$ cat src/rtl/arcade_input_pkg.sv
// Shared types, scan codes, key-state bit layout and helpers for the arcade input front end.
// Pure declarations: no latency, no backpressure.
package arcade_input_pkg;

  typedef enum logic [1:0] {ROT_0, ROT_CW, ROT_180, ROT_CCW} rot_e;
  typedef enum logic [1:0] {IDLE, COIN, GAP, START} coin_st_e;

  // Per-player key-state layout: [3:0] matches the joystick {up,down,left,right}
  localparam int          KS_W     = 10;
  localparam logic [3:0]  KS_RIGHT = 4'd0;
  localparam logic [3:0]  KS_LEFT  = 4'd1;
  localparam logic [3:0]  KS_DOWN  = 4'd2;
  localparam logic [3:0]  KS_UP    = 4'd3;
  localparam logic [3:0]  KS_BTN0  = 4'd4;
  localparam logic [3:0]  KS_BTN1  = 4'd5;
  localparam logic [3:0]  KS_BTN2  = 4'd6;
  localparam logic [3:0]  KS_BTN3  = 4'd7;
  localparam logic [3:0]  KS_START = 4'd8;
  localparam logic [3:0]  KS_COIN  = 4'd9;

  localparam logic [7:0] SC_P0_UP    = 8'h75;
  localparam logic [7:0] SC_P0_DOWN  = 8'h72;
  localparam logic [7:0] SC_P0_LEFT  = 8'h6B;
  localparam logic [7:0] SC_P0_RIGHT = 8'h74;
  localparam logic [7:0] SC_P0_BTN0  = 8'h14;
  localparam logic [7:0] SC_P0_BTN1  = 8'h11;
  localparam logic [7:0] SC_P0_BTN2  = 8'h29;
  localparam logic [7:0] SC_P0_BTN3  = 8'h12;
  localparam logic [7:0] SC_P0_START = 8'h05;
  localparam logic [7:0] SC_P0_COIN  = 8'h2E;
  localparam logic [7:0] SC_P1_UP    = 8'h2D;
  localparam logic [7:0] SC_P1_DOWN  = 8'h2B;
  localparam logic [7:0] SC_P1_LEFT  = 8'h23;
  localparam logic [7:0] SC_P1_RIGHT = 8'h34;
  localparam logic [7:0] SC_P1_BTN0  = 8'h1C;
  localparam logic [7:0] SC_P1_BTN1  = 8'h1B;
  localparam logic [7:0] SC_P1_BTN2  = 8'h15;
  localparam logic [7:0] SC_P1_BTN3  = 8'h1D;
  localparam logic [7:0] SC_P1_START = 8'h06;
  localparam logic [7:0] SC_P1_COIN  = 8'h36;
  localparam logic [7:0] SC_P2_START = 8'h04;
  localparam logic [7:0] SC_P2_COIN  = 8'h3D;
  localparam logic [7:0] SC_P3_START = 8'h0C;
  localparam logic [7:0] SC_P3_COIN  = 8'h3E;

  typedef struct packed {
    logic       hit;
    logic [1:0] player;
    logic [3:0] bit_idx;
  } key_hit_t;

  function automatic key_hit_t map_key(input logic ext, input logic [7:0] code);
    key_hit_t k;
    k.hit     = 1'b1;
    k.player  = 2'd0;
    k.bit_idx = KS_UP;
    if (ext) begin
      case (code)
        SC_P0_UP:    k.bit_idx = KS_UP;
        SC_P0_DOWN:  k.bit_idx = KS_DOWN;
        SC_P0_LEFT:  k.bit_idx = KS_LEFT;
        SC_P0_RIGHT: k.bit_idx = KS_RIGHT;
        default:     k.hit = 1'b0;
      endcase
    end else begin
      case (code)
        SC_P0_BTN0:  k.bit_idx = KS_BTN0;
        SC_P0_BTN1:  k.bit_idx = KS_BTN1;
        SC_P0_BTN2:  k.bit_idx = KS_BTN2;
        SC_P0_BTN3:  k.bit_idx = KS_BTN3;
        SC_P0_START: k.bit_idx = KS_START;
        SC_P0_COIN:  k.bit_idx = KS_COIN;
        SC_P1_UP:    begin k.player = 2'd1; k.bit_idx = KS_UP;    end
        SC_P1_DOWN:  begin k.player = 2'd1; k.bit_idx = KS_DOWN;  end
        SC_P1_LEFT:  begin k.player = 2'd1; k.bit_idx = KS_LEFT;  end
        SC_P1_RIGHT: begin k.player = 2'd1; k.bit_idx = KS_RIGHT; end
        SC_P1_BTN0:  begin k.player = 2'd1; k.bit_idx = KS_BTN0;  end
        SC_P1_BTN1:  begin k.player = 2'd1; k.bit_idx = KS_BTN1;  end
        SC_P1_BTN2:  begin k.player = 2'd1; k.bit_idx = KS_BTN2;  end
        SC_P1_BTN3:  begin k.player = 2'd1; k.bit_idx = KS_BTN3;  end
        SC_P1_START: begin k.player = 2'd1; k.bit_idx = KS_START; end
        SC_P1_COIN:  begin k.player = 2'd1; k.bit_idx = KS_COIN;  end
        SC_P2_START: begin k.player = 2'd2; k.bit_idx = KS_START; end
        SC_P2_COIN:  begin k.player = 2'd2; k.bit_idx = KS_COIN;  end
        SC_P3_START: begin k.player = 2'd3; k.bit_idx = KS_START; end
        SC_P3_COIN:  begin k.player = 2'd3; k.bit_idx = KS_COIN;  end
        default:     k.hit = 1'b0;
      endcase
    end
    return k;
  endfunction

  // d and result are {up,down,left,right}
  function automatic logic [3:0] rotate_dir(input logic [3:0] d, input rot_e r);
    case (r)
      ROT_CW:  return {d[1], d[0], d[2], d[3]};
      ROT_180: return {d[2], d[3], d[0], d[1]};
      ROT_CCW: return {d[0], d[1], d[3], d[2]};
      default: return d;
    endcase
  endfunction

endpackage

$ cat src/rtl/arcade_coin_fsm.sv
// Per-player coin pulse / coin-on-start sequencer; raw coin edge to p_coin in 2 cycles.
// Edges arriving outside IDLE are dropped, nothing queues; outputs registered.
module arcade_coin_fsm
  import arcade_input_pkg::*;
#(
  parameter int COIN_CYCLES  = 600000,
  parameter int START_CYCLES = 600000
) (
  input  logic clk_sys,
  input  logic reset_n,
  input  logic primed,
  input  logic coin_on_start,
  input  logic raw_coin,
  input  logic raw_start,
  output logic p_coin,
  output logic p_start
);

  localparam int MAX_CYCLES = (COIN_CYCLES > START_CYCLES) ? COIN_CYCLES : START_CYCLES;
  localparam int CW = $clog2(MAX_CYCLES) + 1;
  localparam logic [CW-1:0] COIN_LAST  = CW'(COIN_CYCLES - 1);
  localparam logic [CW-1:0] START_LAST = CW'(START_CYCLES - 1);

  coin_st_e      state, state_n;
  logic [CW-1:0] cnt, cnt_n;
  logic          seq, seq_n;
  logic          coin_hist, start_hist, coin_rise, start_rise;

  // History loads even on the un-primed cycle so a held input cannot fire after reset
  always_ff @(posedge clk_sys or negedge reset_n) begin
    if (!reset_n) begin
      coin_hist  <= 1'b0;
      start_hist <= 1'b0;
      coin_rise  <= 1'b0;
      start_rise <= 1'b0;
    end else begin
      coin_hist  <= raw_coin;
      start_hist <= raw_start;
      coin_rise  <= primed & raw_coin & ~coin_hist;
      start_rise <= primed & raw_start & ~start_hist;
    end
  end

  always_comb begin
    state_n = state;
    cnt_n   = cnt;
    seq_n   = seq;
    case (state)
      IDLE: begin
        if (coin_rise) begin
          state_n = COIN;
          cnt_n   = '0;
          seq_n   = 1'b0;
        end else if (coin_on_start && start_rise) begin
          state_n = COIN;
          cnt_n   = '0;
          seq_n   = 1'b1;
        end
      end
      COIN: begin
        if (cnt == COIN_LAST) begin
          state_n = seq ? GAP : IDLE;
          cnt_n   = '0;
        end else begin
          cnt_n = cnt + 1'b1;
        end
      end
      GAP: begin
        if (cnt == COIN_LAST) begin
          state_n = START;
          cnt_n   = '0;
        end else begin
          cnt_n = cnt + 1'b1;
        end
      end
      START: begin
        if (cnt < START_LAST) cnt_n = cnt + 1'b1;
        if (cnt >= START_LAST && !raw_start) begin
          state_n = IDLE;
          cnt_n   = '0;
          seq_n   = 1'b0;
        end
      end
      default: state_n = IDLE;
    endcase
  end

  always_ff @(posedge clk_sys or negedge reset_n) begin
    if (!reset_n) begin
      state   <= IDLE;
      cnt     <= '0;
      seq     <= 1'b0;
      p_coin  <= 1'b0;
      p_start <= 1'b0;
    end else begin
      state   <= state_n;
      cnt     <= cnt_n;
      seq     <= seq_n;
      p_coin  <= (state_n == COIN);
      p_start <= (state_n == START) | (~coin_on_start & raw_start);
    end
  end

endmodule

$ cat src/rtl/arcade_input_ctrl.sv
// Merges PS/2 keys and joysticks per player, rotates directions, autofires button 0, times coins.
// Joystick->out 1 cycle, PS/2 event->out 2 cycles; no backpressure, all outputs registered.
module arcade_input_ctrl
  import arcade_input_pkg::*;
#(
  parameter int PLAYERS      = 2,
  parameter int BUTTONS      = 4,
  parameter int COIN_CYCLES  = 600000,
  parameter int START_CYCLES = 600000,
  parameter int AF_PERIOD    = 400000
) (
  input  logic                         clk_sys,
  input  logic                         reset_n,
  input  logic [10:0]                  ps2_key,
  input  logic [16*PLAYERS-1:0]        joystick,
  input  logic [1:0]                   rotate,
  input  logic [PLAYERS-1:0]           autofire_en,
  input  logic                         coin_on_start,
  output logic [4*PLAYERS-1:0]         p_dir,
  output logic [BUTTONS*PLAYERS-1:0]   p_btn,
  output logic [PLAYERS-1:0]           p_start,
  output logic [PLAYERS-1:0]           p_coin
);

  localparam int AFW = $clog2(AF_PERIOD) + 1;
  localparam logic [AFW-1:0] AF_LAST = AFW'(AF_PERIOD - 1);

  logic            tog_q, primed, key_evt;
  key_hit_t        hit;
  logic [KS_W-1:0] key_state [PLAYERS];
  logic [AFW-1:0]  af_cnt;
  logic            af_phase;

  // Joystick bits above the configured buttons are not consumed
  logic unused_joy;
  assign unused_joy = ^joystick;

  assign key_evt = primed && (ps2_key[10] != tog_q);
  assign hit     = map_key(ps2_key[8], ps2_key[7:0]);

  always_ff @(posedge clk_sys or negedge reset_n) begin
    if (!reset_n) begin
      tog_q  <= 1'b0;
      primed <= 1'b0;
    end else begin
      tog_q  <= ps2_key[10];
      primed <= 1'b1;
    end
  end

  always_ff @(posedge clk_sys or negedge reset_n) begin
    if (!reset_n) begin
      for (int p = 0; p < PLAYERS; p++) key_state[p] <= '0;
    end else if (key_evt && hit.hit) begin
      for (int p = 0; p < PLAYERS; p++) begin
        if (hit.player == 2'(p)) key_state[p][hit.bit_idx] <= ps2_key[9];
      end
    end
  end

  always_ff @(posedge clk_sys or negedge reset_n) begin
    if (!reset_n) begin
      af_cnt   <= '0;
      af_phase <= 1'b1;
    end else if (af_cnt == AF_LAST) begin
      af_cnt   <= '0;
      af_phase <= ~af_phase;
    end else begin
      af_cnt <= af_cnt + 1'b1;
    end
  end

  for (genvar p = 0; p < PLAYERS; p++) begin : g_player
    logic [3:0]         raw_dir, dir_q;
    logic [BUTTONS-1:0] raw_btn, btn_n, btn_q;

    assign raw_dir = key_state[p][3:0] | joystick[16*p +: 4];

    for (genvar b = 0; b < BUTTONS; b++) begin : g_btn
      if (b < 4) begin : g_key
        assign raw_btn[b] = key_state[p][KS_BTN0 + b] | joystick[16*p + 4 + b];
      end else begin : g_joy
        assign raw_btn[b] = joystick[16*p + 4 + b];
      end
    end

    always_comb begin
      btn_n    = raw_btn;
      btn_n[0] = raw_btn[0] & (autofire_en[p] ? af_phase : 1'b1);
    end

    always_ff @(posedge clk_sys or negedge reset_n) begin
      if (!reset_n) begin
        dir_q <= '0;
        btn_q <= '0;
      end else begin
        dir_q <= rotate_dir(raw_dir, rot_e'(rotate));
        btn_q <= btn_n;
      end
    end

    assign p_dir[4*p +: 4]             = dir_q;
    assign p_btn[BUTTONS*p +: BUTTONS] = btn_q;

    arcade_coin_fsm #(
      .COIN_CYCLES  (COIN_CYCLES),
      .START_CYCLES (START_CYCLES)
    ) u_coin (
      .clk_sys       (clk_sys),
      .reset_n       (reset_n),
      .primed        (primed),
      .coin_on_start (coin_on_start),
      .raw_coin      (key_state[p][KS_COIN]),
      .raw_start     (key_state[p][KS_START]),
      .p_coin        (p_coin[p]),
      .p_start       (p_start[p])
    );
  end

endmodule
$ cat config.mk
export PLATFORM = sky130hd
export DESIGN_NAME = arcade_input_ctrl
export DESIGN_NICKNAME = d
export VERILOG_FILES = /design/src/rtl/arcade_input_pkg.sv /design/src/rtl/arcade_coin_fsm.sv /design/src/rtl/arcade_input_ctrl.sv
export SDC_FILE = /design/constraint.sdc
export NUM_CORES = 1
export LEC_CHECK = 0
export CAP_MARGIN = 20
export CORE_ASPECT_RATIO = 0.9
export CORE_MARGIN = 10
export CORE_UTILIZATION = 30
export DETAILED_ROUTE_END_ITERATION = 10
export GPL_ROUTABILITY_DRIVEN = 0
export GPL_TIMING_DRIVEN = 1
export PLACE_DENSITY = 0.46
export REMOVE_ABC_BUFFERS = 1
export SLEW_MARGIN = 0
export SYNTH_ARGS = -nofsm -noshare
export SYNTH_HDL_FRONTEND = slang
export SYNTH_SLANG_ARGS = --single-unit
$ cat constraint.sdc
create_clock -name clk_sys -period 7.4 [get_ports clk_sys]
set_clock_uncertainty 0.2 [all_clocks]
set_input_delay 1.85 -clock clk_sys [delete_from_list [all_inputs] [get_ports clk_sys]]
set_output_delay 1.85 -clock clk_sys [all_outputs]
set_load 0.05 [all_outputs]
# --- Yosys cells after proc, flatten, opt, wreduce, memory -nomap -nowiden ---
# Cells that the tools add are included.
op_classes:
  addsub: 3
  magnitude_cmp: 6
  eq_ne: 48
  n_mux: 51
  n_bitwise: 30
  reduce_logical: 33
ops:
  columns: ["operator", "n"]
  rows:
  - ["21-bit two-way mux", 10]
  - ["21-bit case mux with 3 select lines", 2]
  - ["8-bit by 6-bit == test with 1-bit output, second input constant", 9]
  - ["8-bit by 5-bit == test with 1-bit output, second input constant", 7]
  - ["21-bit by 1-bit adder with 21-bit output, second input constant", 2]
  - ["21-bit by 20-bit == test with 1-bit output, second input constant", 2]
  - ["21-bit by 20-bit >= comparator with 1-bit output, second input constant", 2]
  - ["21-bit by 20-bit less-than comparator with 1-bit output, second input constant", 2]
  - ["4-bit case mux with 9 select lines", 1]
  - ["8-bit by 7-bit == test with 1-bit output, second input constant", 4]
  - ["2-bit two-way mux", 13]
  - ["8-bit by 3-bit == test with 1-bit output, second input constant", 3]
  - ["4-bit case mux with 3 select lines", 2]
  - ["20-bit by 1-bit adder with 20-bit output, second input constant", 1]
  - ["10-bit bitwise mux", 2]
  - ["20-bit by 19-bit == test with 1-bit output, second input constant", 1]
  - ["20-bit two-way mux", 1]
  - ["20-bit OR reduction", 1]
  - ["2-bit == test, second input constant", 8]
  - ["2-bit case mux with 4 select lines", 2]
  - ["2-bit OR reduction", 8]
  - ["1-bit bitwise AND", 12]
  - ["2-bit by 1-bit == test with 1-bit output, second input constant", 6]
  - ["1-bit two-way mux", 12]
  - ["other kinds (21)", 58]
totals:
  ff_bits: 119
  inputBits: 50
  out_inout_bits: 20
  wordCells: 199

# --- Longest topological paths before layout ---
# Gate-level depths: netlist of run 1.
depth:
  ltp_word: 9
  mapped_depth: 10

# --- Hierarchy ---
# From an unflattened synthesis of run 1, not the netlist that was laid out.
unflattened:
  cells_unflattened: 736
  area_unflattened_um2: 6950.4
modules_own_cells:
  columns: ["module", "instances", "cells_each", "area_each_um2", "seq_area_each_um2"]
  rows:
  - ["arcade_coin_fsm", 2, 199, 1801.7, 750.7]
  - ["arcade_input_ctrl", 1, 338, 3347.0, 1477.7]

# --- Worst setup path before layout of run 1 ---
# OpenSTA, ideal clock, no wires.
synth_path:
  path_type: "input -> register"
  startpoint: "in ps2_key[1]"
  endpoint: "reg key_state[19] (netlist name)"
  setup_time_ps: 125
  arrival_ps: 3873
  setup_slack_ps: 3202
  path_stages: 9
  cell_sequence: "buf_2 > and3b_1 > o2111ai_1 > and3_1 > a31oi_4 > a21o_1 > buf_2 > or4_4 > mux2_4"
synth_between:
  elab_chain_cells: 9
synth_rtl:
  columns: ["item", "line_no", "text"]
  rows:
  - ["start: declaration", "arcade_input_ctrl.sv:14", "input logic [10:0] ps2_key,"]
  - ["8-bit by 6-bit == test with 1-bit output, or another cell as far along", "arcade_input_pkg.sv:66", "case (code)"]
  - ["4-bit OR reduction (no line) or 2-bit OR reduction (tied branches)", null, null]
  - ["4-bit case mux with 9 select lines", "arcade_input_pkg.sv:66", null]
  - ["4-bit two-way mux", "arcade_input_pkg.sv:57", "if (ext) begin"]
  - ["4-bit by 5-bit less-than comparator with 1-bit output (implied by the code) or 4-bit by 1-bit >= comparator with 1-bit output (tied branches)", "arcade_input_ctrl.sv:56", "if (hit.player == 2'(p)) key_state[p][hit.bit_idx] <= ps2_key[9];"]
  - ["1-bit logical AND (implied by the code)", "arcade_input_ctrl.sv:56", null]
  - ["1-bit two-way mux (implied by the code)", "arcade_input_ctrl.sv:56", null]
  - ["1-bit demux with 4-bit select", "arcade_input_ctrl.sv:56", null]
  - ["10-bit bitwise mux", "arcade_input_ctrl.sv:56", null]
  - ["end signal: indexed assignment", "arcade_input_ctrl.sv:56", null]
  - ["end: declaration", "arcade_input_ctrl.sv:30", "logic [KS_W-1:0] key_state [PLAYERS];"]
# Several ways; a longest one is shown, not always the timed one.
# A chain may end at the register's enable or synchronous reset.

# --- Worst setup path in the final report of run 1 ---
layout_path:
  startpoint: "in ps2_key[4]"
  endpoint: "reg key_state[18] (netlist name)"
# Same word-level chain as after synthesis.

==> results of run 1 <==
## final timing paths
path,from,endpoint,cells past startpoint
setup / recovery,ps2_key[4],key_state[18],8
hold / removal,g_player[1].u_coin.coin_hist,g_player[1].u_coin.coin_rise,1
setup reg to reg,g_player[1].u_coin.cnt[0],g_player[1].u_coin.cnt[3],8
hold reg to reg,g_player[1].u_coin.coin_hist,g_player[1].u_coin.coin_rise,1
max in group asynchronous,reset_n,af_cnt[3],2
min in group asynchronous,reset_n,key_state[7],1
## registers in the layout, indices dropped and copies added (netlist names)
name,flops
g_player.u_coin.start_hist,2
tog_q,1
g_player.u_coin.cnt,42
key_state,20
g_player.dir_q,8
g_player.btn_q,8
g_player.u_coin.coin_rise,2
af_cnt,20
af_phase,1
g_player.u_coin.p_coin,2
g_player.u_coin.start_rise,2
g_player.u_coin.seq,2
g_player.u_coin.state,4
g_player.u_coin.p_start,2
primed,1
g_player.u_coin.coin_hist,2
## synth_stat cells, drive strengths merged, types with 3 or more instances
cell type  number  area, um^2
nor3           29         150
o2bb2ai         3        26.3
nand2b          9        56.3
nor4            6        37.5
or2            10        62.6
a31oi          10        77.6
clkbuf         14        52.6
buf            15        83.8
dfrtp         118        2950
o311ai          3        26.3
or3             3        18.8
o32ai           3        26.3
a21oi          33         180
o31ai           5        37.5
nor2b          14        87.6
and2            4        25.0
mux2           29         330
ha             13         163
a22o           16         140
nand4          16         100
nor2           78         293
or4             6        48.8
nand4b          3        26.3
xnor2          11        96.3
o211ai          3        22.5
inv            15        56.3
nor3b           3        22.5
a221oi          3        26.3
a211oi          6        45.0
o22ai           3        18.8
o21ai          55         275
xor2           11        96.3
a21o            8        60.1
nand3          35         175
nand2          59         221
and3           15        93.8
## routing by layer
layer / track usage [%] / up-vias
met5: 0 / -
met4: 3.35 / 0
met3: 4.59 / 11
met2: 17.7 / 106
met1: 14.7 / 2546
li1: - / 2609
## power by group through the flow
stage / Sequential [mW] / Combinational [mW] / Clock (mW)
after floorplan: 0.726 / 0.109 / 0
after global placement: 0.696 / 0.237 / 0
after detailed placement: 0.696 / 0.241 / 0
after CTS: 0.685 / 0.242 / 0.858
after global routing: 0.687 / 0.265 / 0.885
final: 0.685 / 0.240 / 0.833
## worst register-to-register path, cell delays in order (launching register included)
cell and delay [ns]:
dfrtp_1 0.42, and3_1 0.21, a41oi_1 0.25, o211ai_1 0.12
a221oi_1 0.68, o21ai_1 0.51, nor2_1 0.55, buf_4 0.27
a22o_1 0.15
## stage by stage
stage	setup WS (ns)	hold WS (ns)	std cells	area [um^2]
global placement	2.24	0.179	1005	7240
detailed placement	2.20	0.184	1005	7240
CTS	2.62	0.195	1037	7840
finish	2.60	0.195	1038	7840
global route	2.39	0.206	1038	7840
floorplan	3.24	0.169	662	6320
## layout by cell type (no fill, tap or decap), types with 4 or more instances in the layout
master / instances
nand4_1: 16
buf_4: 6
a22o_1: 16
o21ai_1: 4
mux2_2: 27
xnor2_1: 11
and3_1: 15
nor4_1: 6
nand3_1: 35
clkbuf_16: 17
nor2b_1: 14
dfrtp_1: 118
nand2_1: 59
o31ai_1: 5
a21o_1: 8
ha_1: 13
clkdlybuf4s50_1: 52
inv_1: 15
or4_1: 5
a21oi_1: 31
a31oi_1: 9
nor2_1: 78
nand2b_1: 9
or2_2: 10
and2_1: 4
o21ai_0: 51
xor2_1: 11
nor3_1: 28
a211oi_1: 5
inv_6: 8
## kinds of logic (layout without fill, tap and decap cells)
kind of cell / after synthesis / after routing / share of synthesized area [%]
xor+xnor: 22 / 22 / 2.98
compound gates: 162 / 162 / 16.4
mux: 30 / 30 / 5.27
buf+inv: 44 / 105 / 2.98
fa+ha+maj: 13 / 13 / 2.52
other cells: 1 / 1 / 0.0581
simple gates: 300 / 300 / 23.7
flops: 119 / 119 / 46.1
## final cells by class
cell class              instances  area, um^2
multi-input cells             528        3290
flip-flops and latches        119        2980
inverters                      15        56.3
clock buffers                  18         429
repair buffers                 58         566
clock inverters                14         163
fillers                      2121       13100
well taps                     286         358
==> impl_metrics.env, run 1 <==
export IMPL_p_sw_mw=0.496
export IMPL_clkSlewWorstSetupHoldPaths_ns=0.06
export IMPL_grt_max_degree=61
export IMPL_grt_pass1_vias=5450
export IMPL_cpLargestDelayFamily="compound AO/OA/AOI/OAI gates"
export IMPL_final_hold_viol_count=0
export IMPL_p_leak_nw=3.29
export IMPL_rrSetupSlack_ns=3.97
export IMPL_cp_slowest_cell="clkdlybuf4s50_1"
export IMPL_swShare_pct=28.2
export IMPL_drv_cap=0
export IMPL_syn_area_per_cell_um2=9.35
export IMPL_grt_antenna_before_repair=0
export IMPL_fin_nets=802
export IMPL_rsz0062_at_grt="no"
export IMPL_overflow=0
export IMPL_finalPower_mw=1.76
export IMPL_grt_pass1_wl_mm=26.9
export IMPL_core_mm2=0.0210
export IMPL_crit_fanout=12
export IMPL_yosys_warnings=0
export IMPL_ant_nets=0
export IMPL_ios=70
export IMPL_final_util_pct=37.4
export IMPL_p_per_area_mw_per_mm2=224
export IMPL_wl_met3_mm=1.04
export IMPL_hold_buffers=0
export IMPL_setup_tns_ns=0
export IMPL_clock_latency_ns=0.42
export IMPL_cts_setup_buffers=0
export IMPL_vias_per_cell=5.08
export IMPL_end_kind="flip-flop"
export IMPL_synthArstFlopShare_pct=100
export IMPL_cts_tree="done"
export IMPL_area_delta_synth_final_pct=21.4
export IMPL_criticalPathCategory="in -> reg"
export IMPL_period_share_pct=64.9
export IMPL_post_drt_wl_per_cell_um=15.2
export IMPL_synthCells=691
export IMPL_drive_gt1_share_pct=11.6
export IMPL_routed_top_layer="met4"
export IMPL_drt_total_wl_mm=15.8
export IMPL_numCtsBuffers=17
export IMPL_ys_types=65
export IMPL_route_detailed_drc=0
export IMPL_clock_path_buffers=2
export IMPL_max_stage_delay_ns=0.74
export IMPL_pwr_share_clk_pct=47.4
export IMPL_max_slew_margin_pct=28.5
export IMPL_peakVddDrop_v=0.000150
export IMPL_cts_sinks=119
export IMPL_cts_htree_levels=4
export IMPL_synth_flop_cell="dfrtp_1"
export IMPL_ys_seq_elements=119
export IMPL_combinationalPowerShare_pct=13.7
export IMPL_holdCritPathClass="reg -> reg"
export IMPL_hpwlAfterDp_mm=11.0
export IMPL_clockRootBuffer="clkbuf_16"
export IMPL_vias=5272
export IMPL_maxSlewViolCount=0
export IMPL_ctsResizeCount=0
export IMPL_drt_iter0_markers=285
export IMPL_die_area_mm2=0.0278
export IMPL_dr_wl_met2_mm=7.12
export IMPL_cellInternalPower_mw=1.26
export IMPL_die_y_um=159
export IMPL_ys_seq_area_share_pct=46.1
export IMPL_rows=50
export IMPL_antenna_cells=0
export IMPL_cp_required_ns=7.50
export IMPL_numPortBuffers=53
export IMPL_critPathLaunchType="primary input"
export IMPL_seqPwrFrac_pct=38.9
export IMPL_wl_met1_mm=7.49
export IMPL_dieWidth_um=175
export IMPL_worst_pin_slew_ns=1.06
export IMPL_synth_edf_count=0
export IMPL_cp_buffers_inverters=1
export IMPL_arrival_ns=4.90
export IMPL_dr_pass1_iters=4
export IMPL_fmax_ghz=0.208
export IMPL_outcome="finished clean"
export IMPL_crit_chain="clkdlybuf4s50_1 -> nor4b_4 -> mux2i_1 -> o311a_1 -> a31oi_4 -> a21oi_1 -> nor4_1 -> mux2_2"
export IMPL_initial_core_util_pct=30.8
export IMPL_fin_crit_ns=4.80
export IMPL_grt_usage_pct=11.6
export IMPL_synth_area_mm2=0.00646
export IMPL_setup_viol=0
(Power assumes the default switching activity.)
==> inputs of run 2 (changes only) <==
==> constraint.sdc (replaced) <==
create_clock -name clk_sys -period 4.8 [get_ports clk_sys]
set_clock_uncertainty 0.2 [all_clocks]
set_input_delay 1.2 -clock clk_sys [delete_from_list [all_inputs] [get_ports clk_sys]]
set_output_delay 1.2 -clock clk_sys [all_outputs]
set_load 0.05 [all_outputs]
==> impl_metrics.env, run 2 (synthesized netlist as in run 1, its figures left out) <==
export IMPL_outcome="finished clean"
export IMPL_hold_buffers=0
export IMPL_grt_antenna_before_repair=0
export IMPL_final_cells=1045
export IMPL_rows=50
export IMPL_dieWidth_um=175
export IMPL_cts_setup_buffers=0
export IMPL_max_stage_delay_ns=0.63
export IMPL_ios=70
export IMPL_grt_max_degree=80
export IMPL_clockRootBuffer="clkbuf_16"
export IMPL_crit_fanout=12
export IMPL_vias_per_cell=5.08
export IMPL_drive_gt1_share_pct=12.5
export IMPL_cts_htree_levels=4
export IMPL_largest_register="g_player.u_coin.cnt"
export IMPL_numPortBuffers=53
export IMPL_dr_pass1_iters=5
export IMPL_p_leak_nw=3.34
export IMPL_final_hold_viol_count=0
export IMPL_ctsResizeCount=0
export IMPL_post_drt_wl_per_cell_um=15.1
export IMPL_dp_cells=1012
export IMPL_overflow=0
export IMPL_fin_nets=809
export IMPL_hpwlAfterDp_mm=11.0
export IMPL_grt_usage_pct=11.7
export IMPL_holdCritPathClass="reg -> reg"
export IMPL_antenna_cells=0
export IMPL_end_kind="flip-flop"
export IMPL_cp_required_ns=4.90
export IMPL_route_detailed_drc=0
export IMPL_max_slew_margin_pct=41.1
export IMPL_initial_core_util_pct=30.8
export IMPL_reg_largest_list="g_player.u_coin.cnt (42), af_cnt (20), key_state (20)"
export IMPL_peakVddDrop_v=0.000196
export IMPL_setup_viol=0
export IMPL_criticalPathCategory="in -> reg"
export IMPL_maxSlewViolCount=0
export IMPL_cts_sinks=119
export IMPL_clock_latency_ns=0.43
export IMPL_multiInputGateArea_mm2=0.00329
export IMPL_cp_slowest_cell="clkdlybuf4s50_1"
export IMPL_area_delta_synth_final_pct=22.8
export IMPL_rsz0062_at_grt="no"
export IMPL_layout_common_cells="dfrtp_1 (118), nor2_1 (78), nand2_1 (59), clkdlybuf4s50_1 (52), o21ai_0 (51)"
export IMPL_crit_chain="clkdlybuf4s50_1 -> nor4b_2 -> mux2i_1 -> o311a_1 -> a31oi_4 -> a21oi_1 -> nor4_1 -> mux2_2"
export IMPL_fill_cells=2082
export IMPL_worst_pin_slew_ns=0.874
export IMPL_critPathLaunchType="primary input"
export IMPL_hold_start="g_player[1].u_coin.coin_hist"
export IMPL_vias=5311
export IMPL_largest_reg_flops=42
export IMPL_fmax_ghz=0.245
export IMPL_grt_pass1_vias=5423
export IMPL_period_share_pct=85.2
export IMPL_drv_cap=0
export IMPL_arrival_ns=4.19
export IMPL_cp_buffers_inverters=1
export IMPL_drt_total_wl_mm=15.7
export IMPL_cts_tree="done"
export IMPL_ant_nets=0
export IMPL_clkSlewWorstSetupHoldPaths_ns=0.06
export IMPL_fin_crit_ns=4.09
export IMPL_drt_iter0_markers=259
export IMPL_seqCellArea_mm2=0.00298
export IMPL_die_area_mm2=0.0278
export IMPL_cpLargestDelayFamily="simple AND/OR/NAND/NOR gates"
export IMPL_die_y_um=159
export IMPL_p_per_area_mw_per_mm2=344
export IMPL_grt_pass1_wl_mm=27.1
export IMPL_timing_rr_start="g_player[0].u_coin.cnt[18]"
export IMPL_crit_start="ps2_key[4]"
export IMPL_numCtsBuffers=17
export IMPL_core_mm2=0.0210
export IMPL_setup_tns_ns=0
export IMPL_final_common_cell="dfrtp_1"
export IMPL_clock_path_buffers=2
==> run 2: worst paths after layout <==
check	cells past startpoint	slack [ns]	end
max in group asynchronous	3	2.99	g_player[0].u_coin.coin_rise
min in group asynchronous	1	0.54	g_player[0].btn_q[1]
worst min-delay path	1	0.19	g_player[1].u_coin.coin_rise
worst min register to register	1	0.19	g_player[1].u_coin.coin_rise
worst max-delay path	8	0.71	key_state[18]
worst max register to register	8	1.40	g_player[0].u_coin.cnt[5]
==> run 2: report_power, final <==
part | total [mW] | internal [mW] | switching, mW
clock | 1.29 | 0.775 | 0.516
sequential | 1.06 | 1.04 | 0.0224
combinational | 0.377 | 0.140 | 0.237
total | 2.73 | 1.95 | 0.775
==> run 2: cell type report <==
cell class | count | area share [%]
Multi-Input combinational cell | 528 | 41.5
Sequential cell | 119 | 37.6
Timing Repair Buffer | 65 | 8.20
Clock buffer | 17 | 5.36
Tap cell | 286 | 4.51
Clock inverter | 15 | 2.13
Inverter | 15 | 0.710
==> run 2: routing by layer <==
layer / track usage, % / share of wire, % / wire length [um]
met1: 15.4 / 48 / 7510
met2: 17.5 / 45 / 7110
met3: 3.79 / 5.6 / 882
met4: 4.16 / 1.5 / 233
met5: 0 / 0 / 0
==> run 2: metrics by stage <==
stage                     utilization [%]  worst slack, ns  hold slack [ns]  power [mW]  area (um^2)
after detailed placement             34.9            0.323            0.181        1.45         7310
after floorplan                         -             1.16            0.169        1.29         6320
final                                37.8            0.710            0.190        2.73         7930
after CTS                            37.7            0.746            0.190        2.76         7900
after global routing                 37.8            0.466            0.198        2.85         7930
after global placement               34.9            0.355            0.183        1.44         7310
==> inputs of run 3 (changes only) <==
--- a/config.mk
+++ b/config.mk
@@ -7,12 +7,11 @@
 export LEC_CHECK = 0
 export CAP_MARGIN = 20
 export CORE_ASPECT_RATIO = 0.9
-export CORE_MARGIN = 10
-export CORE_UTILIZATION = 30
+export CORE_UTILIZATION = 50
 export DETAILED_ROUTE_END_ITERATION = 10
 export GPL_ROUTABILITY_DRIVEN = 0
 export GPL_TIMING_DRIVEN = 1
-export PLACE_DENSITY = 0.46
+export PLACE_DENSITY = 0.7
 export REMOVE_ABC_BUFFERS = 1
 export SLEW_MARGIN = 0
 export SYNTH_ARGS = -nofsm -noshare
==> impl_metrics.env, run 3 (synthesized netlist as in run 1, its figures left out) <==
export IMPL_outcome="finished clean"
export IMPL_die_area_mm2=0.0134
export IMPL_grt_max_degree=69
export IMPL_p_leak_nw=3.34
export IMPL_route_detailed_drc=0
export IMPL_fmax_ghz=0.243
export IMPL_cts_tree="done"
export IMPL_setup_tns_ns=0
export IMPL_dieWidth_um=122
export IMPL_hpwlAfterDp_mm=9.74
export IMPL_grt_usage_pct=23.2
export IMPL_cts_htree_levels=4
export IMPL_cellInternalPower_mw=2.18
export IMPL_clockRootBuffer="clkbuf_16"
export IMPL_fin_nets=803
export IMPL_grt_antenna_before_repair=0
export IMPL_rsz0062_at_grt="no"
export IMPL_initial_core_util_pct=51.1
export IMPL_drv_cap=0
export IMPL_seqPwrFrac_pct=37.0
export IMPL_rr_worst_depth=7
export IMPL_arrival_ns=4.21
export IMPL_cts_sinks=119
export IMPL_layout_common_cells="dfrtp_1 (118), nor2_1 (78), nand2_1 (59), clkdlybuf4s50_1 (52), o21ai_0 (51)"
export IMPL_worst_pin_slew_ns=1.04
export IMPL_clkSlewWorstSetupHoldPaths_ns=0.05
export IMPL_crit_fanout=12
export IMPL_combinationalPowerShare_pct=12.7
export IMPL_end_kind="flip-flop"
export IMPL_period_share_pct=85.7
export IMPL_ios=70
export IMPL_final_hold_viol_count=0
export IMPL_area_delta_synth_final_pct=20.4
export IMPL_final_util_pct=61.5
export IMPL_dr_pass1_iters=5
export IMPL_vias=5369
export IMPL_clock_path_buffers=2
export IMPL_pwr_share_clk_pct=50.3
export IMPL_maxSlewViolCount=0
export IMPL_ctsResizeCount=0
export IMPL_holdCritPathClass="reg -> reg"
export IMPL_peakVddDrop_v=0.000239
export IMPL_finalPower_mw=2.86
export IMPL_rrSetupSlack_ns=1.19
export IMPL_whs_path_depth=1
export IMPL_grt_pass1_vias=5215
export IMPL_criticalPathCategory="in -> reg"
export IMPL_antenna_cells=0
export IMPL_grt_pass1_wl_mm=24.3
export IMPL_dp_cells=885
export IMPL_numPortBuffers=53
export IMPL_overflow=0
export IMPL_final_cells=916
export IMPL_cts_setup_buffers=0
export IMPL_ant_nets=0
export IMPL_vias_per_cell=5.86
export IMPL_fin_crit_ns=4.11
export IMPL_critPathLaunchType="primary input"
export IMPL_drive_gt1_share_pct=11.4
export IMPL_clock_latency_ns=0.41
export IMPL_hold_buffers=0
export IMPL_setup_viol=0
export IMPL_core_mm2=0.0126
export IMPL_swShare_pct=23.8
export IMPL_largest_register="g_player.u_coin.cnt"
export IMPL_final_common_cell="dfrtp_1"
export IMPL_drt_iter0_markers=396
export IMPL_largest_reg_flops=42
export IMPL_reg_largest_list="g_player.u_coin.cnt (42), af_cnt (20), key_state (20)"
export IMPL_rows=39
export IMPL_setup_slack_ns=0.686
export IMPL_numCtsBuffers=17
export IMPL_die_y_um=110
export IMPL_dpl_worst_slack_ns=0.332
export IMPL_max_slew_margin_pct=30.0
export IMPL_p_per_area_mw_per_mm2=368
export IMPL_cp_required_ns=4.90
export IMPL_drt_total_wl_mm=14.4
export IMPL_post_drt_wl_per_cell_um=15.7
export IMPL_p_sw_mw=0.680
-- run 3: changes by cell type in the layout (fill, tap and decap cells not counted), moves of 3 or more --
cell | before | now
buf_4 | 11 | 7
bufinv_16 | 2 | 6
clkbuf_8 | 0 | 3
clkinv_4 | 4 | 0
clkinvlp_4 | 3 | 0
inv_6 | 4 | 0
-- run 3: metal layers --
metal  track usage (%)  part of all wire (%)  wire, um
met3              6.74                   5.2       744
met1              29.6                    46      6560
met2              36.7                    48      6880
met5                 0                     0         0
met4              10.5                   1.2       177
-- run 3: path summary, 6_finish.rpt --
| path | endpoint | from |
|---|---|---|
| setup / recovery | key_state[18] | ps2_key[4] |
| hold / removal | g_player[1].u_coin.start_rise | g_player[1].u_coin.start_hist |
| setup reg to reg | g_player[1].u_coin.cnt[4] | g_player[1].u_coin.cnt[0] |
| hold reg to reg | g_player[1].u_coin.start_rise | g_player[1].u_coin.start_hist |
| max in group asynchronous | g_player[1].u_coin.cnt[15] | reset_n |
| min in group asynchronous | g_player[0].u_coin.cnt[17] | reset_n |
-- run 3: power groups by stage --
stage | Sequential [mW] | Combinational, mW | Clock [mW]
floorplan | 1.12 | 0.168 | 0
finish | 1.06 | 0.363 | 1.44
detailed placement | 1.07 | 0.361 | 0
global placement | 1.07 | 0.351 | 0
global route | 1.06 | 0.396 | 1.52
CTS | 1.06 | 0.363 | 1.47
-- run 3: worst max-delay path, stage by stage --
cell and delay [ns]:
clkdlybuf4s50_1 0.73, nor4b_4 0.48, mux2i_1 0.14, o311a_1 0.39
a31oi_4 0.23, a21oi_1 0.28, nor4_1 0.38, mux2_2 0.37
-- run 3: area by class of cell --
| cell class | instances | area, um^2 |
|---|---|---|
| Clock inverter | 9 | 195 |
| Multi-Input combinational cell | 528 | 3290 |
| Clock buffer | 22 | 474 |
| Sequential cell | 119 | 2980 |
| Timing Repair Buffer | 59 | 573 |
| Inverter | 15 | 56.3 |
| Tap cell | 164 | 205 |
| Fill cell | 1044 | 4860 |
-- run 3: through the flow --
stage | instance area, um^2 | hold slack (ns)
floorplan | 6320 | 0.169
global placement | 7110 | 0.181
detailed placement | 7110 | 0.189
CTS | 7770 | 0.196
global route | 7770 | 0.204
finish | 7770 | 0.194
